$ cat src/rtl/comparison_result_buffer.sv
// comparison_result_buffer
// Registered FIFO stage behind the combinational comparison unit. It buffers
// up to DEPTH {eqA, status} result pairs under a valid/ready handshake and
// presents them in order to the consumer.
// Optional feature macro: COMPARISON_BUF_STICKY_EN. When it is defined, a
// sticky OR of every accepted status nibble is kept. When it is undefined,
// o_sticky is tied to zero and i_clear_sticky is ignored.

module comparison_result_buffer #(
  parameter int K     = 8,
  parameter int DEPTH = 4
) (
  input  logic                       i_clk,
  input  logic                       i_rst_n,
  input  logic                       i_valid,
  output logic                       o_ready,
  input  logic [K-1:0]               i_eqA,
  input  logic [3:0]                 i_status,
  output logic                       o_valid,
  input  logic                       i_ready,
  output logic [K-1:0]               o_result,
  output logic [3:0]                 o_res_status,
  output logic [$clog2(DEPTH):0]     o_count,
  output logic [3:0]                 o_sticky,
  input  logic                       i_clear_sticky
);

  localparam int AW = $clog2(DEPTH);
  localparam int CW = AW + 1;
  localparam int EW = K + 4;

  // Storage is deliberately left without a reset. Only the pointers and the count are cleared.
  logic [EW-1:0] mem_q [DEPTH];

  logic [AW-1:0] wr_ptr_q, wr_ptr_d;
  logic [AW-1:0] rd_ptr_q, rd_ptr_d;
  logic [CW-1:0] count_q,  count_d;

  logic full_s;
  logic empty_s;
  logic push_s;
  logic pop_s;

  // Status is decoded from the registered count only, so there is no ready-through path.
  assign full_s  = (count_q == CW'(DEPTH));
  assign empty_s = (count_q == {CW{1'b0}});
  assign o_ready = ~full_s;
  assign o_valid = ~empty_s;
  assign o_count = count_q;

  assign push_s = i_valid & ~full_s;
  assign pop_s  = ~empty_s & i_ready;

  // The head entry is read straight from storage. It is only meaningful while o_valid is high.
  assign o_result     = mem_q[rd_ptr_q][EW-1:4];
  assign o_res_status = mem_q[rd_ptr_q][3:0];

  // Next-state pointer and occupancy logic. DEPTH is a power of two, so the pointers wrap naturally.
  always_comb begin
    wr_ptr_d = wr_ptr_q;
    rd_ptr_d = rd_ptr_q;
    count_d  = count_q;
    if (push_s) begin
      wr_ptr_d = wr_ptr_q + AW'(1);
    end else begin
      wr_ptr_d = wr_ptr_q;
    end
    if (pop_s) begin
      rd_ptr_d = rd_ptr_q + AW'(1);
    end else begin
      rd_ptr_d = rd_ptr_q;
    end
    case ({push_s, pop_s})
      2'b10:   count_d = count_q + CW'(1);
      2'b01:   count_d = count_q - CW'(1);
      default: count_d = count_q;
    endcase
  end

  // Pointer and count registers are cleared asynchronously. Any in-flight entries are discarded.
  always_ff @(posedge i_clk or negedge i_rst_n) begin
    if (!i_rst_n) begin
      wr_ptr_q <= {AW{1'b0}};
      rd_ptr_q <= {AW{1'b0}};
      count_q  <= {CW{1'b0}};
    end else begin
      wr_ptr_q <= wr_ptr_d;
      rd_ptr_q <= rd_ptr_d;
      count_q  <= count_d;
    end
  end

  // Write the accepted result pair into the slot at the write pointer.
  always_ff @(posedge i_clk) begin
    if (push_s) begin
      mem_q[wr_ptr_q] <= {i_eqA, i_status};
    end
  end

`ifdef COMPARISON_BUF_STICKY_EN
  logic [3:0] sticky_q, sticky_d;

  // A clear wipes the old value before the newly pushed status is OR-ed in.
  always_comb begin
    sticky_d = sticky_q;
    if (i_clear_sticky) begin
      sticky_d = 4'b0000;
    end else begin
      sticky_d = sticky_q;
    end
    if (push_s) begin
      sticky_d = sticky_d | i_status;
    end else begin
      sticky_d = sticky_d;
    end
  end

  // Sticky status accumulator register.
  always_ff @(posedge i_clk or negedge i_rst_n) begin
    if (!i_rst_n) begin
      sticky_q <= 4'b0000;
    end else begin
      sticky_q <= sticky_d;
    end
  end

  assign o_sticky = sticky_q;
`else
  logic unused_clear_sticky_s;

  assign unused_clear_sticky_s = i_clear_sticky;
  assign o_sticky              = 4'b0000;
`endif

endmodule

$ cat config.mk
export PLATFORM = sky130hd
export DESIGN_NAME = comparison_result_buffer
export DESIGN_NICKNAME = d
export VERILOG_FILES = /design/src/rtl/comparison_result_buffer.sv
export SDC_FILE = /design/constraint.sdc
export NUM_CORES = 1
export LEC_CHECK = 0
export ABC_AREA = 1
export ABC_CLOCK_PERIOD_IN_PS = 1550
export CORE_UTILIZATION = 48
export DETAILED_ROUTE_END_ITERATION = 7
export HOLD_SLACK_MARGIN = 0.12
export PLACE_DENSITY = 0.83
export SETUP_SLACK_MARGIN = 0.4
export SLEW_MARGIN = 10
export SYNTH_ARGS = -nofsm -noshare
export SYNTH_HDL_FRONTEND = slang
export SYNTH_SLANG_ARGS = --single-unit
$ cat constraint.sdc
create_clock -name i_clk -period 1.55 [get_ports i_clk]
set_input_delay 0.465 -clock i_clk [delete_from_list [all_inputs] [get_ports i_clk]]
set_output_delay 0.465 -clock i_clk [all_outputs]
set_load 0.1 [all_outputs]
# Yosys cells after proc, flatten, opt, wreduce, memory -nomap -nowiden
# Memories as Yosys holds them, arrays and structs flattened.
# Index checks and enable logic that the tools add are counted.
# word_totals
mem_bits_rw	48
word_cells	20
mem_count	1
output_inout_bits	21
input_bits	17
regBits	7
# op_classes
n_eq_ne	3
bitwise	4
muxes	3
add_sub_neg	4
n_reduce_logical	2
# memory_table
name	depth	width	rd	rd_ports_with_merged_regs	write_ports	line	source
mem_q	4	12	1	0	1	33	logic [EW-1:0] mem_q [DEPTH];
# op_table
cell	n
one-hot mux 3 bit (2 select lines)	1
adder 2 x 1 -> 2 bit, second input constant	2
adder 3 x 1 -> 3 bit, second input constant	1
equality test 3 bit, second input constant	1
logical NOT 3 bit	1
subtractor 3 x 1 -> 3 bit, second input constant	1
AND 1 bit	2
equality test 2 x 1 -> 1 bit, second input constant	1
equality test 2 bit, second input constant	1
two-way mux 1 bit	2
NOT 1 bit	2
nonzero test 2 bit	1

# Longest topological paths before layout
# Gate-level depths: netlist of run 1.
# depth
word_depth	5
ltp_mapped	12

# Worst setup path before layout of run 1
# Ideal clock, no wire load.
# synth_path
kind	flip-flop to flip-flop
from	register count_q[2], in the netlist o_count[2]
to	register count_q[2], in the netlist o_count[2]
arrival_ps	2789
path_stages_with_launch	10
path_buffers	0
path_slack_ps	-1361
cell_sequence	dfrtp_1 -> nand3_2 -> nand2_4 -> ha_1 -> inv_1 -> fa_1 -> nand2_1 -> nand3_1 -> nand2_1 -> nand2_1
# synth_via
elab_chain_len	5
word_cells_on_any_way	12
cone_classes	add/sub: 2; eq/ne: 3; mux: 1; bitwise: 4; reduce/logical: 2
# synth_rtl
item	line	source
from (decl)	37	logic [CW-1:0] count_q, count_d;
from (signal assigned)	85	count_q <= {CW{1'b0}};
from (signal assigned)	89	count_q <= count_d;
equality test 3 bit *	45	assign full_s = (count_q == CW'(DEPTH));
NOT 1 bit *	--	
net o_ready	16	output logic o_ready,
AND 1 bit *	51	assign push_s = i_valid & ~full_s;
equality test 2 x 1 -> 1 bit or equality test 2 bit (tied branches)	73	case ({push_s, pop_s})
one-hot mux 3 bit (2 select lines) or nonzero test 2 bit (tied branches)	--	
# The timed path passes the listed nets; every way through them passes the cells marked *.
# A chain may end at the register's enable or synchronous reset.

# Final worst setup path of run 1
# layout_path
from	register rd_ptr_q[0]
to	output port o_res_status[2]
# layout_via
elab_chain_len	1
# layout_rtl
item	line	source
from (decl)	36	logic [AW-1:0] rd_ptr_q, rd_ptr_d;
from (signal assigned)	84	rd_ptr_q <= {AW{1'b0}};
from (signal assigned)	88	rd_ptr_q <= rd_ptr_d;
memory (4 x 12 bit)	--	
to (decl)	22	output logic [3:0] o_res_status,
# Every way passes these cells.

==> results of run 1 <==
-- layout by cell type, fill, tap and decap left out, types with 4 or more instances in the layout --
cell type / instances
sky130_fd_sc_hd__buf_16: 4
sky130_fd_sc_hd__conb_1: 4
sky130_fd_sc_hd__edfxtp_1: 48
sky130_fd_sc_hd__buf_6: 17
sky130_fd_sc_hd__inv_1: 32
sky130_fd_sc_hd__o211ai_1: 14
sky130_fd_sc_hd__o211ai_2: 10
sky130_fd_sc_hd__nand2_1: 34
sky130_fd_sc_hd__clkbuf_8: 5
sky130_fd_sc_hd__buf_12: 27
sky130_fd_sc_hd__ha_1: 4
sky130_fd_sc_hd__nand2_2: 6
sky130_fd_sc_hd__dfrtp_1: 4
sky130_fd_sc_hd__nor2_4: 4
sky130_fd_sc_hd__nand2_4: 14
sky130_fd_sc_hd__clkdlybuf4s50_1: 15
sky130_fd_sc_hd__buf_4: 18
-- critical path, cell delays in order, from the launching register on --
cell,delay [ps]
sky130_fd_sc_hd__dfrtp_1,430
sky130_fd_sc_hd__inv_4,150
sky130_fd_sc_hd__buf_12,170
sky130_fd_sc_hd__nand2_1,80
sky130_fd_sc_hd__o211ai_1,170
sky130_fd_sc_hd__nand2_4,80
sky130_fd_sc_hd__buf_12,170
-- cells by family after synthesis --
| kind of cell | count (synthesis) | share of synthesized area |
|---|---|---|
| and+or+nand+nor | 66 | 0.112 |
| DFF | 55 | 0.653 |
| buffers and inverters | 50 | 0.103 |
| AOI/OAI and AO/OA | 25 | 0.0949 |
| adders and majority gates | 6 | 0.0333 |
| xor gates and xnor gates | 1 | 0.00354 |
| other | 1 | 0.00151 |
-- metal layers --
layer,share of wire,vias up
li1,-,832
met1,0.39,889
met2,0.52,86
met3,0.046,20
met4,0.043,0
met5,0,-
-- through the flow --
step	setup TNS (ps)	hold WS, ps	cells
finish	-13790	418	353
global route	-15970	435	353
global placement	-13990	521	322
detailed placement	-14700	527	322
floorplan	-27080	169	207
CTS	-11740	440	342
-- final cells by class --
class | instances | area [sq um]
sequential | 55 | 1630
timing repair buffer | 82 | 1150
fill | 229 | 906
multi-input combinational | 102 | 810
inverter | 39 | 158
tap | 67 | 83.8
clock buffer | 6 | 72.6
clock inverter | 2 | 38.8
-- what timing repair did --
| action | CTS | global route |
|---|---|---|
| pin swaps | 6 | 11 |
| setup endpoints to repair | 70 | 71 |
| gates cloned | 5 | 0 |
| gates resized for setup | 26 | 17 |
| setup buffers | 7 | 11 |
-- worst max-delay path by stage --
| stage | start | endpoint | slack (ps) | cells after the start |
|---|---|---|---|---|
| after global routing | rd_ptr_q[0]$_DFFE_PN0P_ | o_res_status[2] | -550 | 6 |
| final | rd_ptr_q[0]$_DFFE_PN0P_ | o_res_status[2] | -500 | 6 |
| after floorplan | o_count[0]$_DFFE_PN0P_ | o_count[2]$_DFFE_PN0P_ | -680 | 10 |
| after global placement | i_ready | o_count[2]$_DFFE_PN0P_ | -420 | 10 |
| after CTS | rd_ptr_q[0]$_DFFE_PN0P_ | o_result[0] | -450 | 5 |
| after detailed placement | i_ready | o_count[2]$_DFFE_PN0P_ | -540 | 10 |
-- sequential cells by signal (all words and copies together) (netlist names) --
| register | cells |
|---|---|
| wr_ptr_q | 2 |
| mem_q | 48 |
| o_count | 3 |
| rd_ptr_q | 2 |
==> metrics.log, run 1 <==
INFO  metric synth-async-reset-ratio = 0.127
INFO  metric route.antenna.remaining_nets = 0
INFO  metric drive_above_1_share = 0.441
INFO  metric final_util = 0.813
INFO  metric cts-root-to-sink-buffers = 2
INFO  metric path_max_fanout = 16
INFO  metric placedInstanceArea = 3410 sq um
INFO  metric regToRegEndpoint = o_count[2]$_DFFE_PN0P_
INFO  metric violations = setup timing
INFO  metric drt_iter0_markers = 157
INFO  metric dp_hpwl = 3.11 mm
INFO  metric grt_busiest_layer = met2
INFO  metric synth.cell_area = 2480 sq um
INFO  metric timing.clock.skew = 13.4 ps
INFO  metric ys.warnings.count = 0
INFO  metric antenna_violations_before_repair = 0
INFO  metric setup_viol = 67
INFO  metric first_pass_grt_wire_length = 9.32 mm
INFO  metric routed_via_density = 5.18
INFO  metric floorplan.initialDensity = 0.511
INFO  metric dr.pass1.iters = 4
INFO  metric seq_area_frac_synth = 0.653
INFO  metric final-max-slew-violation-count = 0
INFO  metric met3_usage = 0.0370
INFO  metric placement_rows = 25
INFO  metric globalRoute.totalOverflow = 0
INFO  metric cts.reportedPaths.clkPinSlew = 100 ps
INFO  metric synth-edff-count = 48
INFO  metric clock_tree.root_cell = sky130_fd_sc_hd__clkbuf_8
INFO  metric antennaDiodeCount = 0
INFO  metric syn_to_final_growth = 59.1%
INFO  metric final_setup_slack_of_the_worst_path = -495 ps
INFO  metric core = 4850 sq um
INFO  metric io_buffers = 32
INFO  metric grt_usage = 0.248
INFO  metric cp-end-kind = primary output
INFO  metric timing.reg2reg.setup_slack = -250 ps
INFO  metric vias_in_the_first_global_route = 1791
INFO  metric gp_congestion = 0.796
INFO  metric synth_top_cells_by_area = sky130_fd_sc_hd__edfxtp_1, sky130_fd_sc_hd__nand2_1, sky130_fd_sc_hd__dfrtp_1
INFO  metric cp.required = 1080 ps
INFO  metric stdcell_area = 3940 sq um
INFO  metric timing_worst_setup_path_type = reg -> out
INFO  metric number_of_vias_in_the_routed_layout = 1827
INFO  metric cts_tree = yes
INFO  metric remaining_drc_errors = 0
INFO  metric yosysTopAreaCell = sky130_fd_sc_hd__edfxtp_1
INFO  metric wl_per_cell = 18.3 um
INFO  metric total_i_o_pin_count = 38
INFO  metric report.final.hold_viol_count = 0
INFO  metric insertion_delay = 320 ps
INFO  metric syn_inst = 204
INFO  metric clock-sinks = 55
INFO  metric cts_hold_repair.buffers = 0
INFO  metric met1_usage = 0.300
INFO  metric grt.met2_usage = 0.429
INFO  metric drv_cap = 0
INFO  metric status = finished, violations left
INFO  metric floorplan.die_area = 5450 sq um
INFO  metric floorplan.die.width = 73.8 um
INFO  metric worstPathArrival = 1580 ps
INFO  metric start_kind = flip-flop
INFO  metric worstHoldPathType = in -> async
INFO  metric avgSynthCellArea = 12.1 sq um
INFO  metric yosys.cell_types.count = 20
INFO  metric cts_htree_levels = 2
INFO  metric numCtsBuffers = 5
INFO  metric final_min_period_over_clock_period = 1.32
INFO  metric place_ws = -542 ps
INFO  metric number_of_nets_in_the_final_layout = 308
INFO  metric critical_path.reg2reg.startpoint = o_count[0]$_DFFE_PN0P_
INFO  metric drt_wl_total = 6.45 mm
INFO  metric synth_top_area_frac = 0.582
INFO  metric die_height = 73.8 um
INFO  metric grt_start_max_net_pins = 18
INFO  metric max_freq = 489 MHz
INFO  metric setup_repair_after_global_routing_missed_its_margin = true
INFO  metric ys_seq_elements = 55
INFO  metric r2r.worst_path.cells = 10
INFO  metric post-route-min-period = 2050 ps
INFO  metric yosys.cell_count.top_type = sky130_fd_sc_hd__nand2_1
INFO  metric synthFlopType = sky130_fd_sc_hd__edfxtp_1
INFO  metric top_cells_by_count_synth = sky130_fd_sc_hd__nand2_1, sky130_fd_sc_hd__edfxtp_1, sky130_fd_sc_hd__inv_1, sky130_fd_sc_hd__o211ai_1, sky130_fd_sc_hd__o211ai_2
Power of run 1 is not shown: default switching activity piles up to over one toggle a cycle in this logic, so the estimate is an artifact.
==> run 2, diff against run 1 <==
==> constraint.sdc (replaced) <==
create_clock -name i_clk -period 1.55 [get_ports i_clk]
set_input_delay 0.31 -clock i_clk [delete_from_list [all_inputs] [get_ports i_clk]]
set_output_delay 0.31 -clock i_clk [all_outputs]
set_load 0.1 [all_outputs]
==> metrics.log, run 2 (synthesis gave the netlist of run 1 again) <==
INFO  metric place_ws = -348 ps (was -542 ps)
INFO  metric number_of_nets_in_the_final_layout = 306 (was 308)
INFO  metric clock_tree.root_cell = sky130_fd_sc_hd__clkbuf_8 (unchanged)
INFO  metric wl_per_cell = 18.2 um (was 18.3 um)
INFO  metric cts_htree_levels = 2 (unchanged)
INFO  metric drt_wl_total = 6.36 mm (was 6.45 mm)
INFO  metric drive_above_1_share = 0.428 (was 0.441)
INFO  metric final_cell_mix = sky130_fd_sc_hd__edfxtp_1, sky130_fd_sc_hd__nand2_1, sky130_fd_sc_hd__inv_1 (unchanged)
INFO  metric slowest_stage = sky130_fd_sc_hd__dfrtp_1 (unchanged)
INFO  metric commonest_non_fill_non_tap_cell_in_the_layout = sky130_fd_sc_hd__edfxtp_1 (unchanged)
INFO  metric floorplan.initialDensity = 0.511 (unchanged)
INFO  metric placedInstanceArea = 3320 sq um (was 3410 sq um)
INFO  metric cts-root-to-sink-buffers = 2 (unchanged)
INFO  metric max_freq = 531 MHz (was 489 MHz)
INFO  metric placement_rows = 25 (unchanged)
INFO  metric route.antenna.remaining_nets = 0 (unchanged)
INFO  metric report.final.hold_viol_count = 0 (unchanged)
INFO  metric worstHoldPathType = in -> async (unchanged)
INFO  metric start_kind = flip-flop (unchanged)
INFO  metric core = 4850 sq um (unchanged)
INFO  metric critPathMaxStageDelay = 410 ps (was 430 ps)
INFO  metric timing.clock.skew = 9.38 ps (was 13.4 ps)
INFO  metric grt_usage = 0.226 (was 0.248)
INFO  metric final-seq-area = 1630 sq um (unchanged)
INFO  metric dr.max_layer_used = met4 (unchanged)
INFO  metric final_util = 0.802 (was 0.813)
INFO  metric cts.reportedPaths.clkPinSlew = 100 ps (about the same)
INFO  metric cp-end-kind = primary output (unchanged)
INFO  metric numCtsBuffers = 5 (unchanged)
INFO  metric first_pass_grt_wire_length = 8.56 mm (was 9.32 mm)
INFO  metric stdcell_area = 3890 sq um (was 3940 sq um)
INFO  metric globalRoute.totalOverflow = 0 (unchanged)
INFO  metric setup_viol = 65 (was 67)
INFO  metric total_i_o_pin_count = 38 (unchanged)
INFO  metric met2_length = 3.34 mm (was 3.35 mm)
INFO  metric routed_via_density = 5.27 (was 5.18)
INFO  metric detail_route.wirelength.met1 = 2.49 mm (was 2.53 mm)
INFO  metric crit_path_cell_trace = inv_2, clkbuf_16, o211ai_1, nand2_4, buf_12 (was inv_4, buf_12, nand2_1, o211ai_1, nand2_4, buf_12)
INFO  metric met3RoutedLength = 379 um (was 294 um)
INFO  metric largest_register = mem_q (unchanged)
INFO  metric die_height = 73.8 um (unchanged)
INFO  metric critical_path.reg2reg.startpoint = o_count[0]$_DFFE_PN0P_ (unchanged)
INFO  metric clock-sinks = 55 (unchanged)
INFO  metric antenna_violations_before_repair = 0 (unchanged)
INFO  metric dp_hpwl = 3.04 mm (was 3.11 mm)
INFO  metric multiInputGateArea = 797 sq um (was 810 sq um)
INFO  metric syn_to_final_growth = 56.9% (was 59.1%)
INFO  metric floorplan.die.width = 73.8 um (unchanged)
INFO  metric final_setup_slack_of_the_worst_path = -334 ps (was -495 ps)
INFO  metric cp.required = 1240 ps (was 1080 ps)
INFO  metric drt_iter0_markers = 175 (was 157)
INFO  metric final-max-slew-violation-count = 0 (unchanged)
INFO  metric drv_cap = 0 (unchanged)
INFO  metric remaining_drc_errors = 0 (unchanged)
INFO  metric startpoint = rd_ptr_q[0]$_DFFE_PN0P_ (unchanged)
INFO  metric number_of_vias_in_the_routed_layout = 1844 (was 1827)
INFO  metric setup_repair_after_global_routing_missed_its_margin = true (unchanged)
INFO  metric path_delay_family = buffers and inverters (unchanged)
INFO  metric io_buffers = 32 (unchanged)
INFO  metric floorplan.die_area = 5450 sq um (unchanged)
INFO  metric vias_in_the_first_global_route = 1714 (was 1791)
INFO  metric status = finished, violations left (unchanged)
INFO  metric cts_hold_repair.buffers = 0 (unchanged)
INFO  metric post-route-min-period = 1880 ps (was 2050 ps)
INFO  metric timing_worst_setup_path_type = reg -> out (unchanged)
INFO  metric insertion_delay = 310 ps (was 320 ps)
INFO  metric path_max_fanout = 18 (was 16)
INFO  metric worstPathArrival = 1570 ps (was 1580 ps)
INFO  metric gp_congestion = 0.786 (was 0.796)
INFO  metric grt_start_max_net_pins = 37 (was 18)
INFO  metric antennaDiodeCount = 0 (unchanged)
INFO  metric critical_path_buffers_and_inverters = 3 (unchanged)
INFO  metric cts_tree = yes (unchanged)
INFO  metric violations = setup timing (unchanged)
INFO  metric flip_flop_count_of_the_largest_register_after_layout = 48 (unchanged)
INFO  metric final_min_period_over_clock_period = 1.22 (was 1.32)
INFO  metric fillerInstances = 218 (was 229)
INFO  metric dr.pass1.iters = 4 (unchanged)
## run 2: cell types whose count changed in the layout (fill, tap and decap cells not counted), moves of 2 or more
| cell | change |
|---|---|
| sky130_fd_sc_hd__buf_4 | -5 |
| sky130_fd_sc_hd__buf_6 | +4 |
| sky130_fd_sc_hd__buf_12 | -2 |
| sky130_fd_sc_hd__nand3_1 | +2 |
| sky130_fd_sc_hd__nand3_2 | -2 |
## run 2: final timing paths
path                       depth (start not counted)                      end  slack [ps]
hold reg to reg                                    2  wr_ptr_q[1]$_DFFE_PN0P_         570
min in group i_clk                                 2  wr_ptr_q[1]$_DFFE_PN0P_         570
max in group asynchronous                          1   o_count[1]$_DFFE_PN0P_         950
hold / removal                                     1  wr_ptr_q[1]$_DFFE_PN0P_         280
setup reg to reg                                  11   o_count[2]$_DFFE_PN0P_        -310
setup / recovery                                   5              o_result[6]        -330
## run 2: metal layers
| metal | vias to the layer above | GRT usage |
|---|---|---|
| li1 | 832 | - |
| met4 | 0 | 0.107 |
| met2 | 98 | 0.391 |
| met1 | 899 | 0.267 |
| met3 | 15 | 0.0508 |
| met5 | - | 0 |
## run 2: through the flow
| stage | hold WS, ps | cells | TNS, ps |
|---|---|---|---|
| after floorplan | 14.4 | 207 | -26910 |
| after global placement | 498 | 316 | -5980 |
| after detailed placement | 519 | 316 | -6380 |
| after CTS | 283 | 339 | -7930 |
| after global routing | 300 | 350 | -15450 |
| final | 275 | 350 | -13010 |
## run 2: final cells by class
cell class	instances	area share
Clock inverter	2	0.00354
Sequential cell	55	0.419
Inverter	39	0.0412
Clock buffer	5	0.0177
Timing Repair Buffer	80	0.292
Tap cell	67	0.0216
Multi-Input combinational cell	102	0.205
## run 2: timing repair
| action | in CTS | in global routing |
|---|---|---|
| gates resized for setup | 25 | 20 |
| pin swaps | 4 | 9 |
| gates cloned | 4 | 1 |
| setup buffers | 12 | 10 |
| setup endpoints to repair | 70 | 72 |
Power of run 2 is left out for the same reason.
